**src/rtl/ram_test_pkg.sv**
```systemverilog
// ram_test_pkg: FSM states, pattern modes and the address-to-pattern function shared by the self-test
package ram_test_pkg;

    typedef enum logic [2:0] {ST_IDLE, ST_WRITE, ST_READ, ST_DRAIN, ST_DONE} st_e;

    localparam logic [1:0] MODE_INC  = 2'd0;
    localparam logic [1:0] MODE_INV  = 2'd1;
    localparam logic [1:0] MODE_CHK  = 2'd2;
    localparam logic [1:0] MODE_WALK = 2'd3;

    // Result is 64 bits wide; callers truncate to their word width, dw only steers the walking one
    function automatic logic [63:0] pat_gen(input logic [63:0] addr, input logic [1:0] mode, input int dw);
        return mode == MODE_INC ? addr :
               mode == MODE_INV ? ~addr :
               mode == MODE_CHK ? (addr[0] ? {32{2'b10}} : {32{2'b01}}) :
               64'd1 << (addr % 64'(dw));
    endfunction

endpackage

```
**src/rtl/sp_ram.sv**
```systemverilog
// sp_ram: single-port RAM with registered, read-first output and no reset on contents
module sp_ram #(
    parameter int DATA_W = 8,
    parameter int DEPTH  = 32,
    parameter int ADDR_W = $clog2(DEPTH)
) (
    input  logic              clk,
    input  logic              we,
    input  logic [ADDR_W-1:0] addr,
    input  logic [DATA_W-1:0] wdata,
    output logic [DATA_W-1:0] rdata
);

    logic [DATA_W-1:0] mem [DEPTH];

    always_ff @(posedge clk) begin
        if (we) mem[addr] <= wdata;
        rdata <= mem[addr];
    end

endmodule

```
**src/rtl/ram_1port_selftest.sv**
```systemverilog
// ram_1port_selftest: fills a single-port RAM with a pattern, reads it back and reports mismatches
module ram_1port_selftest
    import ram_test_pkg::*;
#(
    parameter int DATA_W = 8,
    parameter int DEPTH  = 32,
    parameter int ADDR_W = $clog2(DEPTH)
) (
    input  logic              sys_clk,
    input  logic              sys_rst,
    input  logic              start,
    input  logic [1:0]        mode,
    input  logic              inj_en,
    input  logic [ADDR_W-1:0] inj_addr,
    output logic              busy,
    output logic              done,
    output logic              pass,
    output logic [ADDR_W:0]   err_cnt,
    output logic [ADDR_W-1:0] err_addr
);

    localparam logic [ADDR_W-1:0] LAST = ADDR_W'(DEPTH - 1);

    st_e               st, st_nxt;
    logic [ADDR_W-1:0] addr, a_d, inj_addr_r;
    logic [1:0]        mode_r;
    logic              inj_en_r, rd_vld, we, mis, at_last;
    logic [DATA_W-1:0] wdata, rdata, exp_d;
    logic [ADDR_W:0]   err_nxt;

    always_ff @(posedge sys_clk) begin
        if (sys_rst) st <= ST_IDLE;
        else         st <= st_nxt;
    end

    always_comb begin
        at_last = addr == LAST;
        st_nxt  = st == ST_IDLE  ? (start   ? ST_WRITE : ST_IDLE)  :
                  st == ST_WRITE ? (at_last ? ST_READ  : ST_WRITE) :
                  st == ST_READ  ? (at_last ? ST_DRAIN : ST_READ)  :
                  st == ST_DRAIN ? ST_DONE : ST_IDLE;
    end

    always_comb begin
        busy = st == ST_WRITE || st == ST_READ || st == ST_DRAIN;
        done = st == ST_DONE;
        we   = st == ST_WRITE;
    end

    // Compare runs one cycle behind the read address to match the registered RAM output
    always_comb begin
        wdata   = DATA_W'(pat_gen(64'(addr), mode_r, DATA_W)) ^ DATA_W'(inj_en_r && addr == inj_addr_r);
        exp_d   = DATA_W'(pat_gen(64'(a_d), mode_r, DATA_W));
        mis     = rd_vld && rdata != exp_d;
        err_nxt = err_cnt + (ADDR_W + 1)'(mis);
    end

    always_ff @(posedge sys_clk) begin
        if (sys_rst) begin
            addr       <= '0;
            a_d        <= '0;
            rd_vld     <= 1'b0;
            mode_r     <= '0;
            inj_en_r   <= 1'b0;
            inj_addr_r <= '0;
            pass       <= 1'b0;
            err_cnt    <= '0;
            err_addr   <= '0;
        end else begin
            a_d    <= addr;
            rd_vld <= st == ST_READ;
            addr   <= (st == ST_WRITE || st == ST_READ) ? (at_last ? '0 : addr + ADDR_W'(1)) : addr;
            if (st == ST_IDLE && start) begin
                mode_r     <= mode;
                inj_en_r   <= inj_en;
                inj_addr_r <= inj_addr;
                pass       <= 1'b0;
                err_cnt    <= '0;
                err_addr   <= '0;
            end
            if (mis) begin
                err_cnt <= err_nxt;
                if (err_cnt == '0) err_addr <= a_d;
            end
            if (st == ST_DRAIN) pass <= err_nxt == '0;
        end
    end

    sp_ram #(.DATA_W(DATA_W), .DEPTH(DEPTH), .ADDR_W(ADDR_W)) u_ram (
        .clk   (sys_clk),
        .we    (we),
        .addr  (addr),
        .wdata (wdata),
        .rdata (rdata)
    );

endmodule

```
**config.mk**
```make
export PLATFORM = sky130hd
export DESIGN_NAME = ram_1port_selftest
export DESIGN_NICKNAME = d
export VERILOG_FILES = /design/src/rtl/ram_test_pkg.sv /design/src/rtl/sp_ram.sv /design/src/rtl/ram_1port_selftest.sv
export SDC_FILE = /design/constraint.sdc
export NUM_CORES = 1
export LEC_CHECK = 0
export BUFFER_PORTS_ARGS = -buffer_cell sky130_fd_sc_hd__buf_2
export CORE_MARGIN = 2
export CORE_UTILIZATION = 33
export CTS_CLUSTER_SIZE = 10
export DETAILED_ROUTE_END_ITERATION = 12
export MAX_ROUTING_LAYER = met4
export SYNTH_ARGS = -nofsm -noshare
export SYNTH_HDL_FRONTEND = slang
export SYNTH_SLANG_ARGS = --single-unit
```
**constraint.sdc**
```tcl
create_clock -name sys_clk -period 9 [get_ports sys_clk]
set_clock_uncertainty 0.2 [all_clocks]
set_input_delay 0.9 -clock sys_clk [delete_from_list [all_inputs] [get_ports sys_clk]]
set_output_delay 0.9 -clock sys_clk [all_outputs]
set_load 0.01 [all_outputs]
```
; ---- Word-level counts from Yosys, hierarchy flattened
; Memory sizes are Yosys's and may differ from the RTL's. A register that Yosys moved wholly into a read port is not among the register bits.
; Index checks and enable logic that the tools add are counted.
[totals]
n_memories = 1
output_inout_bits = 14
ram_bits = 256
in_bits = 11
word_cells = 63
register_bits = 34
[classes]
shift = 2
muxes = 25
n_bitwise = 3
add_sub_neg = 2
n_reduce_logical = 11
n_eq_ne = 9
[mem_list]
columns = name, words, width, rd, rd_clocked_by_memory_dff, write_ports, line
row1 = u_ram.mem, 32, 8, 1, 1, 1, sp_ram.sv:14  ; logic [DATA_W-1:0] mem [DEPTH];
[op_table]
columns = op, count
row1 = 8-bit two-way mux, 8
row2 = 5-bit two-way mux, 4
row3 = 5-bit inverter with 8-bit output, 2
row4 = 1-bit by 3-bit << shifter with 8-bit output (first input constant), 2
row5 = 6-bit logical NOT, 2
row6 = 3-bit two-way mux, 4
row7 = 6-bit two-way mux, 2
row8 = 8-bit inequality test, 1
row9 = 8-bit by 1-bit XOR with 8-bit output, 1
row10 = 6-bit by 1-bit adder with 6-bit output, 1
row11 = 3-bit by 2-bit == test with 1-bit output (second input constant), 2
row12 = 1-bit two-way mux, 6
row13 = 5-bit by 1-bit adder with 5-bit output (second input constant), 1
row14 = 5-bit == test, 1
row15 = 5-bit == test (second input constant), 1
row16 = 2-bit nonzero test, 2
row17 = 3-bit by 1-bit == test with 1-bit output (second input constant), 1
row18 = 3-bit == test (second input constant), 1
row19 = 1-bit logical AND, 3
row20 = 3-bit logical NOT, 1
row21 = 2-bit by 1-bit == test with 1-bit output (second input constant), 1
row22 = 2-bit == test (second input constant), 1
row23 = 2-bit logical NOT, 1
row24 = 1-bit logical OR, 2
row25 = 2-bit two-way mux, 1

; ---- Depth between registers and ports, before layout
; Gate-level depths: netlist of the first run.
[depth]
word_depth = 9
depth_mapped = 16
mapped_depth_nobuf = 14

; ---- Cells and area by module
; From an unflattened synthesis of the first run, not the netlist that was laid out.
[unflattened]
cells_unflattened = 857
area_unflattened_um2 = 12373.1
[by_module_without_submodules]
columns = mod, cells_each, seq_area_each_um2, instances, area_each_um2
row1 = sp_ram, 576, 7847.5, 1, 10206.0
row2 = ram_1port_selftest, 281, 680.7, 1, 2167.1

; ---- Worst setup path before layout of the first run
; OpenSTA, ideal clock, no wires.
[synth_path]
kind = reg2reg
startpoint = register addr[0]
endpoint = memory u_ram.mem[0][0], data pin
synth_period_minus_slack_ns = 3.135
path_slack_ns = 5.865
arrival_ns = 2.547
stages_incl_launch_ff = 8
t_required_ns = 8.413
setup_ns = 0.387
n_path_buf = 2
path_cell_list = dfxtp_1 -> buf_2 -> clkbuf_1 -> inv_1 -> ha_1 -> a21oi_1 -> o22ai_1 -> xnor2_1
[synth_between]
elab_chain_cells = 5
elab_cells_between_ends = 9
cone_classes = 1 x eq/ne / 1 x shift / 4 x mux / 2 x bitwise / 1 x reduce/logical
[synth_rtl]
columns = element, line
row1 = from (decl), ram_1port_selftest.sv:25  ; logic [ADDR_W-1:0] addr, a_d, inj_addr_r;
row2 = from (signal assigned), ram_1port_selftest.sv:72  ; addr <= (st == ST_WRITE || st == ST_READ) ? (at_last ? '0 : addr + ADDR_W'(1)) : addr;
row3 = 1-bit by 3-bit << shifter with 8-bit output / 8-bit two-way mux (equally long branches), "ram_test_pkg.sv:16, ram_test_pkg.sv:15"
row4 = 8-bit two-way mux, ram_test_pkg.sv:15  ; mode == MODE_CHK ? (addr[0] ? {32{2'b10}} : {32{2'b01}}) :
row5 = 8-bit two-way mux, ram_test_pkg.sv:14  ; mode == MODE_INV ? ~addr :
row6 = 8-bit two-way mux, ram_test_pkg.sv:13  ; return mode == MODE_INC ? addr :
row7 = 8-bit by 1-bit XOR with 8-bit output *, ram_1port_selftest.sv:52  ; wdata = DATA_W'(pat_gen(64'(addr), mode_r, DATA_W)) ^ DATA_W'(inj_en_r && addr == inj_addr_r);
row8 = via u_ram.wdata[0], sp_ram.sv:10  ; input logic [DATA_W-1:0] wdata,
row9 = to (decl), sp_ram.sv:14
; The timed path passes the listed nets; every way through them passes the cells marked *.

; ---- Worst setup path in the final report of the first run
[layout_path]
startpoint = register mode_r[0]
endpoint = register pass
[layout_between]
elab_chain_cells = 9
elab_cells_between_ends = 11
cone_classes = 1 x add/sub / 3 x eq/ne / 4 x mux / 3 x reduce/logical
[layout_rtl]
columns = element, line
row1 = from (decl), ram_1port_selftest.sv:26  ; logic [1:0] mode_r;
row2 = from (signal assigned), ram_1port_selftest.sv:74  ; mode_r <= mode;
row3 = 2-bit == test, ram_test_pkg.sv:15
row4 = 8-bit two-way mux, ram_test_pkg.sv:15
row5 = 8-bit two-way mux, ram_test_pkg.sv:14
row6 = 8-bit two-way mux *, ram_test_pkg.sv:13
row7 = 8-bit inequality test *, ram_1port_selftest.sv:54  ; mis = rd_vld && rdata != exp_d;
row8 = 1-bit logical AND *, ram_1port_selftest.sv:54
row9 = 6-bit by 1-bit adder with 6-bit output *, ram_1port_selftest.sv:55  ; err_nxt = err_cnt + (ADDR_W + 1)'(mis);
row10 = 6-bit logical NOT *, ram_1port_selftest.sv:85  ; if (st == ST_DRAIN) pass <= err_nxt == '0;
row11 = 1-bit two-way mux *, ram_1port_selftest.sv:85
row12 = to (signal assigned), ram_1port_selftest.sv:66  ; pass <= 1'b0;
row13 = to (signal assigned), ram_1port_selftest.sv:77  ; pass <= 1'b0;
row14 = to (signal assigned), ram_1port_selftest.sv:85
row15 = to (decl), ram_1port_selftest.sv:17  ; output logic pass,
; Every way passes the cells marked *; elsewhere a longest branch is shown, timed or not.
; A chain may end at the register's enable or synchronous reset.

==> summary.txt, run 1 <==
Chip Height - 194.7 um
Commonest non-fill, non-tap cell in the layout - edfxtp_1
Final cell count without fillers - 1220
Initial core utilization - 33.66%
DIE AREA - 37910 um2
Synth Flop Type - edfxtp_1
Worst setup margin - 4.934 ns
Grt total ovfl - 0
Avg Cell Area, Syn - 16.83 um2
Cell Area, Synth - 12000 um2
Clock root cell - clkbuf_16
Logic pwr share - 5.7%
Layout cells sized above 1 - 21.21%
Crit Path Class - reg -> reg
Final setup viols - 0
Drt pass-1 iters - 5
Inst Count DP - 1170
Remaining antenna violation count - 0
Most frequent cells in the layout - 256 x edfxtp_1, 64 x mux4_2, 52 x nor2_1, 40 x dfxtp_1, 39 x nand2_1
Slew Limit Fails - 0
Largest family of logic cells by synthesized area - multiplexers
R2R depth - 11
Sink Count - 298
Dpl cell area - 12660 um2
Flop pwr share - 52.0%
Detailed-route via count - 6422
Share of flip-flops with an asynchronous set or reset - 0%
Mux contribution to synthesized area - 12.35%
EDFF count, synth - 256
Syn-to-layout area delta - 13.91%
CTS buffer count - 36
Slew HR - 17.90%
Setup slack, reg-to-reg - 4.93 ns
Setup bufs post-CTS - 0
Clock latency on the worst-skew pair - 0.53 ns
Cts hold-fix bufs - 0
Post-Syn Instances - 713
R2r startpoint - mode_r[0]
# port buffers - 24
Total I/O pin count - 25
Maximum clock path buffer count - 3
Worst Hold Depth - 2
Worst flop-to-flop path endpoint - pass
Endpoints failing hold - 0
CP endpoint kind - flop
Worst EP required - 9.24 ns
Synth Area in XOR/XNOR - 1.460%
Routed length per instance - 21.08 um
Post-synthesis adder-cell area fraction - 1.043%
Post-Syn Nets - 734
Core ar. - 35660 um2
Cts repair resizes - 0
Die Width - 194.7 um
Psw - 0.6481 mW
Maximum clock rate - 0.2459 GHz
Unique masters post-synth - 49
H-Tree Depth - 2
Largest net degree at the start of global routing - 47
Cell Rows - 69
Seq/Total Area, Yosys - 71.06%
CTS tree - done
Nets - 768
Routability cong. - 0.8015
Diodes inserted - 0
Via-to-Cell Ratio - 5.264
Setup crit start - mode_r[0]
Status - finished, final reports clean
DRC viols - 0
Hold WC Path Type - reg -> reg
Cell Int Power - 2.352 mW
GRT Util Overall - 14.11%
Maximum vdd drop - 117.2 uV
FF+latch count, synth - 298
Final instance area - 13670 um2
Setup TNS - 0 ns
Final wirelength - 25710 um
Initial DRC count - 505
First-pass GRT wire length - 39400 um
Worst Tran Pin Value - 1.229 ns
Synth Area in Simple Gates - 6.568%
Pwr dens - 219.5 nW/um2
Tcrit/Tclk final - 45.18%
Initial antenna violation count - 0
Setup crit start kind - flop
Yosys Warn Count - 0
HPWL after DPL - 15300 um
Vias in the first global route - 6486
CP arrival - 4.31 ns
Worst-path fanout max - 24
Place WS - 4.980 ns
Hold Startpoint - pass
Tmin final - 4.066 ns
Switching Fraction - 21.60%
Leakage - 4.352 nW
Clock share of power - 42.3%
Fill count - 3227
Compound-gate portion of the synthesized area - 5.755%
Maxcap violations - 0
Hold Slack - 0.2558 ns
Hold Crit Endpoint - pass
Clk pin slew, worst setup/hold paths - 0.05 ns
RSZ-0062 raised after global routing - false
==> synthesized netlist by cell type, drive strengths merged (3+ instances only) <==
| cell | instances | area [um2] |
|---|---|---|
| mux4 | 64 | 1441 |
| and3 | 3 | 18.77 |
| xor2 | 13 | 113.9 |
| buf | 19 | 98.85 |
| a21oi | 31 | 155.2 |
| nand3 | 16 | 80.08 |
| o211ai | 6 | 45.04 |
| nand2b | 3 | 18.77 |
| and2 | 4 | 25.02 |
| o21ai | 11 | 58.81 |
| xnor2 | 7 | 61.31 |
| or2 | 4 | 25.03 |
| nand3b | 5 | 37.54 |
| nor2b | 6 | 37.54 |
| ha | 10 | 125.1 |
| nor4 | 3 | 18.77 |
| a211oi | 3 | 27.52 |
| clkbuf | 22 | 82.58 |
| edfxtp | 256 | 7687 |
| mux2i | 3 | 30.03 |
| inv | 8 | 30.03 |
| dfxtp | 42 | 840.8 |
| a22oi | 33 | 247.7 |
| nor2 | 54 | 202.7 |
| nand4 | 10 | 62.56 |
| nand2 | 40 | 152.6 |
| nor3b | 4 | 30.03 |
| o31ai | 3 | 36.28 |
| o22ai | 5 | 31.28 |
| nor3 | 8 | 40.04 |
==> worst max-delay path by stage <==
| stage | endpoint | slack, ns | cells past startpoint |
|---|---|---|---|
| after global routing | pass | 4.59 | 11 |
| after CTS | pass | 4.97 | 11 |
| after detailed placement | pass | 4.98 | 11 |
| final | pass | 4.93 | 11 |
| after global placement | pass | 5.09 | 11 |
| after floorplan | u_ram.mem[0][0] | 5.87 | 7 |
==> logic make-up (layout without fill, tap and decap cells) <==
family / Yosys count / in the layout
flip-flops: 298 / 298
AND/OR/NAND/NOR: 165 / 165
AO/OA/AOI/OAI: 103 / 103
multiplexers: 68 / 68
buffers and inverters: 49 / 95
XOR/XNOR: 20 / 20
adder cells (fa/ha/maj): 10 / 10
==> through the flow <==
stage | util (%) | power, mW
6_report | 38.34 | 3.000
3_3_place_gp | 35.50 | 1.756
4_1_cts | 38.34 | 3.027
2_1_floorplan | - | 1.698
5_1_grt | 38.34 | 3.100
3_5_place_dp | 35.50 | 1.760
==> critical path, stage by stage, from the launching register on <==
cell and delay (ns):
dfxtp_1 0.92, inv_1 0.29, o22ai_1 0.26, xnor2_1 0.15, nand4_1 0.17, o31ai_4 0.60
inv_1 0.36, ha_1 0.31, ha_1 0.30, nor3_1 0.17, nand4_1 0.12, a21oi_1 0.14
==> cell type report <==
class / instances / area (um2) / area share, %
sequential: 298 / 8536 / 62.44
clock inverter: 5 / 56.30 / 0.4119
multi-input combinational: 366 / 3298 / 24.13
clock buffer: 45 / 955.9 / 6.993
tap: 461 / 576.8 / 4.219
inverter: 8 / 30.03 / 0.2197
timing repair buffer: 37 / 217.7 / 1.593
==> registers in the layout, summed over array words and instances, names as in the netlist <==
name         cells
a_d              5
addr             5
err_addr         5
err_cnt          6
inj_addr_r       5
inj_en_r         1
mode_r           2
pass             1
rd_vld           1
st               3
u_ram.mem      256
u_ram.rdata      8
==> layer usage <==
metal	track usage, %	up-vias	share of wire, %	wire length, um
met5	-	-	0	0
met4	4.615	0	2.4	608
met3	2.985	46	5.6	1443
met2	21.66	170	47	12150
met1	18.78	3308	45	11510
li1	-	2898	-	-
==> power by group through the flow <==
stage / combinational (mW) / clock, mW / sequential [mW]
after floorplan: 0.126 / 0 / 1.57
after global placement: 0.169 / 0 / 1.59
after detailed placement: 0.172 / 0 / 1.59
after CTS: 0.173 / 1.29 / 1.56
after global routing: 0.185 / 1.35 / 1.56
final: 0.170 / 1.27 / 1.56
(Power assumes the default switching activity.)
==> inputs of run 2 (changes only) <==
ABC_AREA = 1   (was not set)
clock period = 4.3 ns   (was 9 ns; I/O delays follow)
==> summary.txt, run 2 <==
H-Tree Depth - 2
Yosys Warn Count - 0
Clock latency on the worst-skew pair - 0.53 ns
Worst stage delay on the critical path - 0.51 ns
CP endpoint kind - flop
Remaining antenna violation count - 0
Seq/Total Area, Yosys - 68.90%
Clock share of power - 41.0%
Cts hold-fix bufs - 0
Setup crit start kind - flop
RSZ-0062 raised after global routing - false
Maximum clock path buffer count - 3
Worst path top cell family by delay - simple AND/OR/NAND/NOR gates
Final wirelength - 30070 um
Fill count - 3505
Total I/O pin count - 25
Most common cell in the netlist - edfxtp_1
Detailed-route via count - 8379
Sink Count - 298
Final setup viols - 0
Switching Fraction - 24.20%
Initial antenna violation count - 0
Post-Syn Nets - 1097
Hold WC Path Type - in -> reg
Largest net degree at the start of global routing - 121
Most frequent cells in the layout - 256 x edfxtp_1, 182 x nor2_1, 149 x o21ai_0, 100 x nand2_1, 65 x o22ai_1
Post-Syn Instances - 1076
Via-to-Cell Ratio - 5.283
Endpoints failing hold - 0
Pwr dens - 471.8 nW/um2
Cts repair resizes - 0
Flop pwr share - 49.7%
Setup TNS - 0 ns
Clock root cell - clkbuf_16
Sequential Area - 8533 um2
Routed length per instance - 18.96 um
Tmin final - 3.335 ns
Crit Path Class - reg -> reg
Maxcap violations - 0
Commonest non-fill, non-tap cell in the layout - edfxtp_1
Synth area leader - edfxtp_1
Clk pin slew, worst setup/hold paths - 0.05 ns
Logic pwr share - 9.3%
Initial DRC count - 980
Layout cells sized above 1 - 12.70%
Synth top area share - 62.11%
CP arrival - 3.59 ns
Top post-synthesis cells by count - 256 x edfxtp_1, 182 x nor2_1, 151 x o21ai_0
Critical Path, Cell by Cell - nor2_2 > nand2_1 > and2_1 > nand2_1 > nand2_1 > nand2_1 > nand2_1 > nor2_2 > nand2_2 > nand2_4 > inv_1 > ha_1 > ha_1 > nor4_1 > nand3_1 > a21oi_1
Diodes inserted - 0
Largest regs - u_ram.mem (256), u_ram.rdata (8), err_cnt (6)
Final core occ - 38.38%
Avg Cell Area, Syn - 11.50 um2
Slew Limit Fails - 0
CP max-delay cell - nor2_2
EDFF count, synth - 256
Initial core utilization - 33.65%
DRC viols - 0
Cell Area, Synth - 12380 um2
Maximum clock rate - 0.2998 GHz
Slew HR - 39.90%
Cell Rows - 70
Drt pass-1 iters - 5
HPWL after DPL - 17700 um
Worst-path fanout max - 13
Psw - 1.612 mW
Vias in the first global route - 7860
CTS tree - done
Core ar. - 36790 um2
DIE AREA - 39070 um2
Largest register FFs - 256
Most frequent CP cell - nand2_1
Status - finished, final reports clean
Routability cong. - 0.8258
Syn-to-layout area delta - 14.07%
FF+latch count, synth - 298
Worst Tran Pin Value - 0.9015 ns
Top cells by area, synth - edfxtp_1 62%, dfxtp_1 6.8%, o21ai_0 6.1%
Grt total ovfl - 0
Nets - 1130
Cell Int Power - 5.049 mW
Share of flip-flops with an asynchronous set or reset - 0%
Setup bufs post-CTS - 0
Maximum vdd drop - 221.8 uV
GRT Util Overall - 15.86%
# port buffers - 24
Biggest register - u_ram.mem
Multi-input logic area - 3395 um2
Synth Flop Type - edfxtp_1
First-pass GRT wire length - 46410 um
CTS buffer count - 36
Worst EP required - 4.55 ns
Unique masters post-synth - 43
Chip Height - 197.7 um
CP bufs+invs - 1
Leakage - 4.843 nW
Tcrit/Tclk final - 77.57%
Die Width - 197.7 um
==> run 2: metal layers <==
metal,vias to the layer above,track usage (%),part of all wire [%]
li1,3948,-,-
met1,4092,22.11,46
met2,291,23.57,45
met3,48,3.073,7.1
met4,0,4.567,2.1
met5,-,-,0
==> run 2: worst paths after layout <==
| path | slack [ns] | cells after the start | endpoint | from |
|---|---|---|---|---|
| min reg2reg | 0.26 | 2 | inj_en_r | inj_en_r |
| min | 0.02 | 3 | inj_en_r | inj_en |
| max | 0.96 | 16 | pass | mode_r[1] |
| max reg2reg | 0.96 | 16 | pass | mode_r[1] |
==> run 2: kinds of logic after synthesis <==
family,after synthesis,share of synthesized area (%)
xor gates and xnor gates,5,0.3539
buffers and inverters,116,3.943
and+or+nand+nor,375,13.12
AOI/OAI and AO/OA,272,12.67
adders and majority gates,10,1.011
DFF,298,68.90
==> run 2: layout make-up <==
| class | count | share of cell area, % |
|---|---|---|
| clock buffers | 43 | 6.717 |
| clock inverters | 4 | 0.5583 |
| inverters | 57 | 1.560 |
| multi-input cells | 662 | 24.04 |
| flip-flops and latches | 298 | 60.44 |
| well taps | 468 | 4.147 |
| repair buffers | 54 | 2.535 |
==> run 2: power groups by stage <==
| stage | Clock (mW) | Sequential [mW] | Combinational (mW) |
|---|---|---|---|
| 2_1_floorplan | 0 | 3.34 | 0.414 |
| 3_3_place_gp | 0 | 3.37 | 0.615 |
| 3_5_place_dp | 0 | 3.37 | 0.618 |
| 4_1_cts | 2.79 | 3.31 | 0.618 |
| 5_1_grt | 2.90 | 3.32 | 0.690 |
| 6_report | 2.73 | 3.31 | 0.617 |
==> run 2: through the flow <==
step | power (mW) | setup slack (ns) | area [um2] | cells | hold WS [ns]
after floorplan | 3.758 | 1.071 | 12380 | 1076 | 0.2232
after global placement | 3.984 | 1.034 | 13090 | 1539 | 0.2470
after detailed placement | 3.987 | 0.9974 | 13090 | 1539 | 0.2535
after CTS | 6.722 | 0.9767 | 14120 | 1586 | 0.007851
after global routing | 6.902 | 0.7546 | 14120 | 1586 | 0.04862
final | 6.661 | 0.9646 | 14120 | 1586 | 0.02243
==> run 2: worst register-to-register path, delay by kind of cell, from the launching register on <==
kind            cells  cell delay, ns
fa+ha+maj           2            0.53
simple gates       12            1.90
flops               1            0.44
buf+inv             1            0.09
compound gates      1            0.13
==> inputs of run 3 (changes only) <==
ABC_AREA = 0   (was 1)
clock period = 3 ns   (was 4.3 ns; I/O delays follow)
==> summary.txt, run 3 (same netlist as run 1, synthesis figures left out) <==
Final cell count without fillers - 1280
CP endpoint kind - flop
Worst Tran Pin Value - 0.9438 ns
H-Tree Depth - 2
Worst Hold Depth - 2
First-pass GRT wire length - 41270 um
Maximum vdd drop - 366.4 uV
Core ar. - 35660 um2
Status - finished, final reports clean
Slew Limit Fails - 0
RSZ-0062 raised after global routing - false
Final wirelength - 26830 um
Worst stage delay on the critical path - 0.39 ns
Tmin final - 2.772 ns
Maximum clock path buffer count - 3
Detailed-route via count - 6655
Largest net degree at the start of global routing - 39
Routability cong. - 0.8476
Via-to-Cell Ratio - 5.199
Leakage - 4.683 nW
Pwr dens - 641.4 nW/um2
Hold WC Path Type - in -> reg
Routed length per instance - 20.96 um
Final Power - 9.125 mW
R2r startpoint - mode_r[0]
CP arrival - 3.02 ns
R2R depth - 12
Clock root cell - clkbuf_16
Hold Startpoint - sys_rst
Largest register FFs - 256
Nets - 827
Commonest non-fill, non-tap cell in the layout - edfxtp_1
Syn-to-layout area delta - 18.54%
Largest regs - u_ram.mem (256), u_ram.rdata (8), err_cnt (6)
Diodes inserted - 0
CTS tree - done
CP max-delay cell - dfxtp_4
Final setup viols - 0
Initial antenna violation count - 0
CTS buffer count - 36
Inst Count DP - 1218
Initial DRC count - 686
Maxcap violations - 0
Biggest register - u_ram.mem
Setup crit start - mode_r[0]
DRC viols - 0
Maximum clock rate - 0.3607 GHz
Vias in the first global route - 6863
Worst-path fanout max - 13
Layout cells sized above 1 - 26.98%
Endpoints failing hold - 0
GRT Util Overall - 14.79%
Worst EP required - 3.25 ns
DIE AREA - 37910 um2
Chip Height - 194.7 um
HPWL after DPL - 16280 um
Tcrit/Tclk final - 92.40%
Clock latency on the worst-skew pair - 0.52 ns
Sink Count - 298
Total I/O pin count - 25
Setup crit start kind - flop
Slew HR - 36.59%
# port buffers - 24
Grt total ovfl - 0
Drt pass-1 iters - 5
Initial core utilization - 33.66%
Most frequent cells in the layout - 256 x edfxtp_1, 64 x mux4_2, 60 x buf_4, 52 x nor2_1, 39 x nand2_1
Crit Path Class - reg -> reg
Die Width - 194.7 um
Cell Rows - 69
Critical Path, Cell by Cell - buf_4 > and2_1 > a211oi_2 > xnor2_1 > o2111ai_2 > o31ai_4 > inv_1 > ha_2 > ha_1 > nor3_2 > nand4_1 > a21oi_2
Clk pin slew, worst setup/hold paths - 0.06 ns
Remaining antenna violation count - 0
## run 3: cell types whose count changed in the layout (fill, tap and decap cells not counted), moves of 33 or more
cell,delta
a22oi_1,+33
o22ai_1,-62
nand2_1,-61
mux4_2,+64
nor2_1,-130
inv_1,-40
o21ai_0,-140
## run 3: worst max-delay path, delay by kind of cell (launching register included)
| family | cells | cell delay [ns] |
|---|---|---|
| buffers and inverters | 2 | 0.28 |
| and+or+nand+nor | 3 | 0.46 |
| DFF | 1 | 0.39 |
| adders and majority gates | 2 | 0.49 |
| AOI/OAI and AO/OA | 4 | 0.73 |
| xor gates and xnor gates | 1 | 0.16 |
## run 3: metrics by stage
step | TNS (ns) | setup WS, ns | hold slack [ns] | utilization (%) | cell area, um2
detailed placement | -0.03237 | -0.03237 | 0.2582 | 36.62 | 13060
CTS | 0 | 0.01142 | 0.09385 | 39.77 | 14180
finish | 0 | 0.2279 | 0.1249 | 39.90 | 14230
floorplan | 0 | 0.1258 | 0.2360 | - | 12010
global placement | 0 | 0.02019 | 0.2575 | 36.62 | 13060
global route | 0 | 0.03509 | 0.1396 | 39.90 | 14230
## run 3: repair_timing
action,CTS,global route
hold endpoints to repair,9,0
pin swaps,0,2
resized for setup,1,11
buffers inserted,0,2
endpoints found under the setup margin,1,5
hold buffers,9,0
## run 3: layout make-up
cell class	count	area (um2)
Clock buffer	47	983.4
Clock inverter	4	48.80
Fill cell	3212	21430
Inverter	8	30.03
Multi-Input combinational cell	366	3321
Sequential cell	298	8546
Tap cell	461	576.8
Timing Repair Buffer	96	720.7
## run 3: final timing paths
| check | end | slack, ns |
|---|---|---|
| setup reg to reg | pass | 0.23 |
| setup / recovery | pass | 0.23 |
| hold / removal | a_d[2] | 0.12 |
| hold reg to reg | pass | 0.27 |
## run 3: per-layer routing
| metal | wire (um) | part of all wire, % | GRT usage [%] | up-vias |
|---|---|---|---|---|
| li1 | - | - | - | 3011 |
| met1 | 12480 | 47 | 20.33 | 3416 |
| met2 | 12410 | 46 | 22.51 | 188 |
| met3 | 1449 | 5.4 | 2.846 | 40 |
| met4 | 484 | 1.8 | 4.103 | 0 |
| met5 | 0 | 0 | - | - |
## run 3: report_power, final
part / total (mW) / leakage [nW] / switching (mW) / internal (mW)
clock network: 3.89 / 0.505 / 1.60 / 2.29
logic: 0.581 / 1.48 / 0.348 / 0.233
registers: 4.66 / 2.70 / 0.0447 / 4.61
total: 9.13 / 4.68 / 1.99 / 7.14
